<file path="src/rtl/mul_seq_ctrl.sv">
// Sequencing controller for a shift-free add-and-decrement multiplier datapath.
// Strobes drive A/B/P registers; an iteration guard aborts runaway loops into ERR.
module mul_seq_ctrl #(
    parameter int unsigned      WIDTH    = 16,
    parameter logic [WIDTH-1:0] MAX_ITER = 16'hFFFF
) (
    input  logic             clk,
    input  logic             rst,
    input  logic             i_start,
    input  logic             i_abort,
    input  logic             i_eqz,
    output logic             o_ldA,
    output logic             o_ldB,
    output logic             o_clrP,
    output logic             o_ldP,
    output logic             o_decB,
    output logic             o_busy,
    output logic             o_done,
    output logic             o_err,
    output logic [WIDTH-1:0] o_iter
);

    // state    | meaning
    // S_IDLE   | waiting for start, all strobes low
    // S_LOAD_A | load multiplicand, clear iter/err
    // S_LOAD_B | load down-counter, clear product
    // S_ADD    | one P += A per cycle until counter is zero
    // S_DONE   | one-cycle completion pulse
    // S_ERR    | iteration guard tripped, err latched
    typedef enum logic [2:0] {
        S_IDLE,
        S_LOAD_A,
        S_LOAD_B,
        S_ADD,
        S_DONE,
        S_ERR
    } state_t;

    state_t           r_state;
    logic             r_ldA;
    logic             r_ldB;
    logic             r_clrP;
    logic             r_busy;
    logic             r_done;
    logic             r_err;
    logic [WIDTH-1:0] r_iter;

    logic             w_guard;
    logic             w_add;
    logic             w_kill;

    always_comb begin
        w_guard = (r_iter == MAX_ITER);
        w_kill  = i_abort && (r_state != S_IDLE);
        w_add   = (r_state == S_ADD) && !i_abort && !i_eqz && !w_guard;
    end

    always_ff @(posedge clk or posedge rst) begin
        if (rst) begin
            r_state <= S_IDLE;
            r_ldA   <= 1'b0;
            r_ldB   <= 1'b0;
            r_clrP  <= 1'b0;
            r_busy  <= 1'b0;
            r_done  <= 1'b0;
            r_err   <= 1'b0;
            r_iter  <= '0;
        end else begin
            r_ldA  <= 1'b0;
            r_ldB  <= 1'b0;
            r_clrP <= 1'b0;
            r_done <= 1'b0;
            if (w_add) begin
                r_iter <= r_iter + 1'b1;
            end
            if (w_kill) begin
                // abandon without touching err or iter
                r_state <= S_IDLE;
                r_busy  <= 1'b0;
            end else begin
                case (r_state)
                    S_IDLE: begin
                        if (i_start) begin
                            r_state <= S_LOAD_A;
                            r_ldA   <= 1'b1;
                            r_busy  <= 1'b1;
                        end
                    end
                    S_LOAD_A: begin
                        r_iter  <= '0;
                        r_err   <= 1'b0;
                        r_state <= S_LOAD_B;
                        r_ldB   <= 1'b1;
                        r_clrP  <= 1'b1;
                    end
                    S_LOAD_B: begin
                        r_state <= S_ADD;
                    end
                    S_ADD: begin
                        if (i_eqz) begin
                            r_state <= S_DONE;
                            r_done  <= 1'b1;
                        end else if (w_guard) begin
                            r_state <= S_ERR;
                            r_err   <= 1'b1;
                        end
                    end
                    S_DONE, S_ERR: begin
                        r_state <= S_IDLE;
                        r_busy  <= 1'b0;
                    end
                    default: begin
                        r_state <= S_IDLE;
                        r_busy  <= 1'b0;
                    end
                endcase
            end
        end
    end

    // abort silences the state-decoded strobes in the same cycle it is seen
    assign o_ldA  = r_ldA  && !w_kill;
    assign o_ldB  = r_ldB  && !w_kill;
    assign o_clrP = r_clrP && !w_kill;
    assign o_done = r_done && !w_kill;
    assign o_ldP  = w_add;
    assign o_decB = w_add;
    assign o_busy = r_busy;
    assign o_err  = r_err;
    assign o_iter = r_iter;

endmodule

</file>
<file path="config.mk">
export PLATFORM = sky130hd
export DESIGN_NAME = mul_seq_ctrl
export DESIGN_NICKNAME = d
export VERILOG_FILES = /design/src/rtl/mul_seq_ctrl.sv
export SDC_FILE = /design/constraint.sdc
export NUM_CORES = 1
export LEC_CHECK = 0
export CORE_AREA = 2 2 55 57
export DETAILED_ROUTE_END_ITERATION = 8
export DIE_AREA = 0 0 57 59
export PLACE_DENSITY = 0.77
export REMOVE_ABC_BUFFERS = 1
export SYNTH_ARGS = -nofsm -noshare
export SYNTH_HDL_FRONTEND = slang
export SYNTH_SLANG_ARGS = --single-unit
</file>
<file path="constraint.sdc">
create_clock -name clk -period 2.5 [get_ports clk]
set_input_delay 0.5 -clock clk [delete_from_list [all_inputs] [get_ports clk]]
set_output_delay 0.5 -clock clk [all_outputs]
set_load 0.03 [all_outputs]
</file>
==> impl_metrics.yaml <==
placed_design:
  pre_cts_ws_ns: 0.114
  hpwlAfterDp_mm: 2.26
  io_buffers: 28
  place_area_um2: 1650
  gp_congestion: 0.785
logic_synthesis:
  synth-main-ff-cell: "dfrtp_1"
  async_reset_ff_share_pct: 100
  synth_top_area_share_pct: 44.9
  synth.distinct_cells: 36
  synth_edf_count: 0
  syn_area_per_cell_um2: 9.68
  ys_warn_count: 0
  yosysSeqAreaShare_pct: 44.9
  syn-cell-area_um2: 1340
  ys_ff_latch: 24
  yosysTopAreaCell: "dfrtp_1"
  synthTopCellsByArea: "dfrtp_1 45%, o31ai_1 5.6%, a21oi_1 4.5%, mux2i_1 3.7%, nand3_1 3.7%"
  postSynthCellCount: 138
clock_network:
  cts_tree: "yes"
  clockBufferDepth: 2
  worstSkewPairLatency_ns: 0.31
  cts_buffers: 3
  post_cts_buffers: 0
  h-tree-depth: 1
  clk_pin_slew_ns: 0.14
  clock-root-buffer: "clkbuf_4"
  cts_sinks: 24
  cts_hold_buf: 0
  cts_resized: 1
sta:
  max_freq_mhz: 418
  period_needed_ns: 2.39
  tightest_slew_ns: 0.678
  setup_viol: 0
  hold_ws_ns: 0.513
  finClkSkew_ns: 0.00268
  final_hold_viol_count: 0
  slew_viol_final: 0
  setup_ws_ns: 0.107
  fin_setup_tns_ns: 0
  timing.final.crit_share_pct: 95.7
  rsz0062_at_grt: "false"
  slew_headroom_pct: 54.4
drt:
  drc_errors: 0
  vias_per_cell: 6.09
  detail-route-antenna-nets: 0
  vias: 1224
  wl_per_cell_um: 15.7
  drtIter0Drc: 45
  firstDrtPassIters: 4
  wl_mm: 3.16
power_and_ir_drop:
  power_frac_seq_pct: 45.9
  p_comb_share_pct: 33.9
  irDropWorstVdd_mv: 0.495
  clkPwrFrac_pct: 20.2
  p_int_uw: 674
  p_sw_uw: 365
  switching_share_pct: 35.1
  powerDensity_nw_per_um2: 612
  power.static_leakage_nw: 0.731
cells_and_area:
  final.fill_count: 244
  regArea_um2: 602
  drive_above_1_share_pct: 17.6
  final_common_cell: "dfrtp_1"
  syn2layout_area_growth_pct: 27.1
  multiInputGateArea_um2: 679
  diodes: 0
  fin_area_um2: 1700
  mostFrequentLayoutCells: "23 x dfrtp_1, 22 x clkdlybuf4s50_1, 13 x nand2_1"
  nets: 177
  final_util_pct: 62.6
die:
  num_rows: 19
  initial_core_util_pct: 49.3
  die_y_um: 59
  core_area_um2: 2710
  die_w_um: 57
  dieArea_um2: 3360
  ioPinCount: 29
critical_path:
  ff2ff_path_depth: 5
  cp_top_family: "buffers and inverters"
  cp_num_cells: 7
  critPathKind: "primary input to primary output"
  critPathCaptureType: "primary output"
  worst_ep_arrival_time_ns: 1.89
  cp-start-kind: "primary input"
  worst_ep_required_time_ns: 2.00
  cp_slowest_cell: "clkdlybuf4s50_1"
  path_cells: "clkdlybuf4s50_1, buf_4, nor3b_4, and3_2, nand2_1, inv_1, buf_4"
  cpPeakStageDelay_ns: 0.44
  cpMostUsedCell: "buf_4"
  cp_max_fo: 4
  critPathBufInv: 4
global_routing:
  antenna_found_initial: 0
  gr-total-overflow: 0
  grt_use_total_pct: 19.8
  grt_pass1_wl_mm: 5.27
  grt_pass1_vias: 1160
  grt_max_degree: 25
hold_path:
  hp-class: "primary input to async pin"
run:
  maxCapViolations: 0
status:
  status: "completed"
power by group through the flow:
stage               Sequential [mW]  Clock, mW  Combinational (mW)
floorplan                     0.518          0               0.164
global placement              0.476          0               0.344
detailed placement            0.481          0               0.350
CTS                           0.475      0.211               0.353
global route                  0.486      0.227               0.374
finish                        0.477      0.210               0.352
registers in the layout, summed over array words and instances, names as in the netlist:
register,cells
r_done,1
r_state,3
r_clrP,1
o_err,1
o_iter,16
o_busy,1
r_ldA,1
Yosys cell counts (2+ instances only):
| library cell | number |
|---|---|
| a21oi_1 | 12 |
| and2_1 | 3 |
| and3_2 | 3 |
| and4_1 | 5 |
| buf_4 | 2 |
| clkbuf_1 | 3 |
| dfrtp_1 | 24 |
| inv_1 | 5 |
| mux2i_1 | 5 |
| nand2_1 | 13 |
| nand3_1 | 10 |
| nand4_1 | 4 |
| nor2_1 | 3 |
| nor3_1 | 2 |
| nor4_1 | 3 |
| o21ai_0 | 4 |
| o31ai_1 | 10 |
| or2_2 | 3 |
| or3_1 | 2 |
| or4_1 | 6 |
stage by stage:
stage	power, mW	cells
after floorplan	0.683	131
after global placement	0.820	197
after detailed placement	0.831	197
after CTS	1.04	201
after global routing	1.09	201
final	1.04	201
worst register-to-register path, cell delays in order (launching register included):
cell     delay (ns)
dfrtp_2        0.46
ha_1           0.24
and3_1         0.26
and4_1         0.32
or4_1          0.51
a21oi_1        0.16
routing by layer:
layer | track usage (%) | up-vias | share of wire, %
met4 | 5.98 | 0 | 1.5
li1 | - | 585 | -
met1 | 26.9 | 588 | 46
met3 | 2.62 | 6 | 4.5
met2 | 33.2 | 45 | 48
met5 | 0 | - | 0
area by class of cell:
class / count / share of cell area [%]
clock buffers: 4 / 2.14
repair buffers: 35 / 19.0
inverters: 5 / 1.11
flip-flops and latches: 24 / 35.4
multi-input cells: 102 / 40.0
well taps: 31 / 2.28
worst paths after layout:
check,end,slack (ns),start
hold reg to reg,o_err$_DFFE_PP0P_,0.53,o_err$_DFFE_PP0P_
min in group clk,o_err$_DFFE_PP0P_,0.53,o_err$_DFFE_PP0P_
setup / recovery,o_decB,0.11,i_abort
setup reg to reg,o_iter[3]$_DFF_PP0_,0.48,o_iter[0]$_DFF_PP0_
hold / removal,o_iter[7]$_DFF_PP0_,0.51,rst
max in group asynchronous,o_iter[0]$_DFF_PP0_,1.73,rst
kinds of logic after synthesis:
kind of cell	after synthesis	share of synthesized area [%]
AOI/OAI and AO/OA	28	12.7
and+or+nand+nor	67	32.4
buffers and inverters	12	4.59
muxes	5	3.75
adders and majority gates	1	0.936
DFF	24	44.9
xor gates and xnor gates	1	0.656
Power figures use the tool's default switching activity.
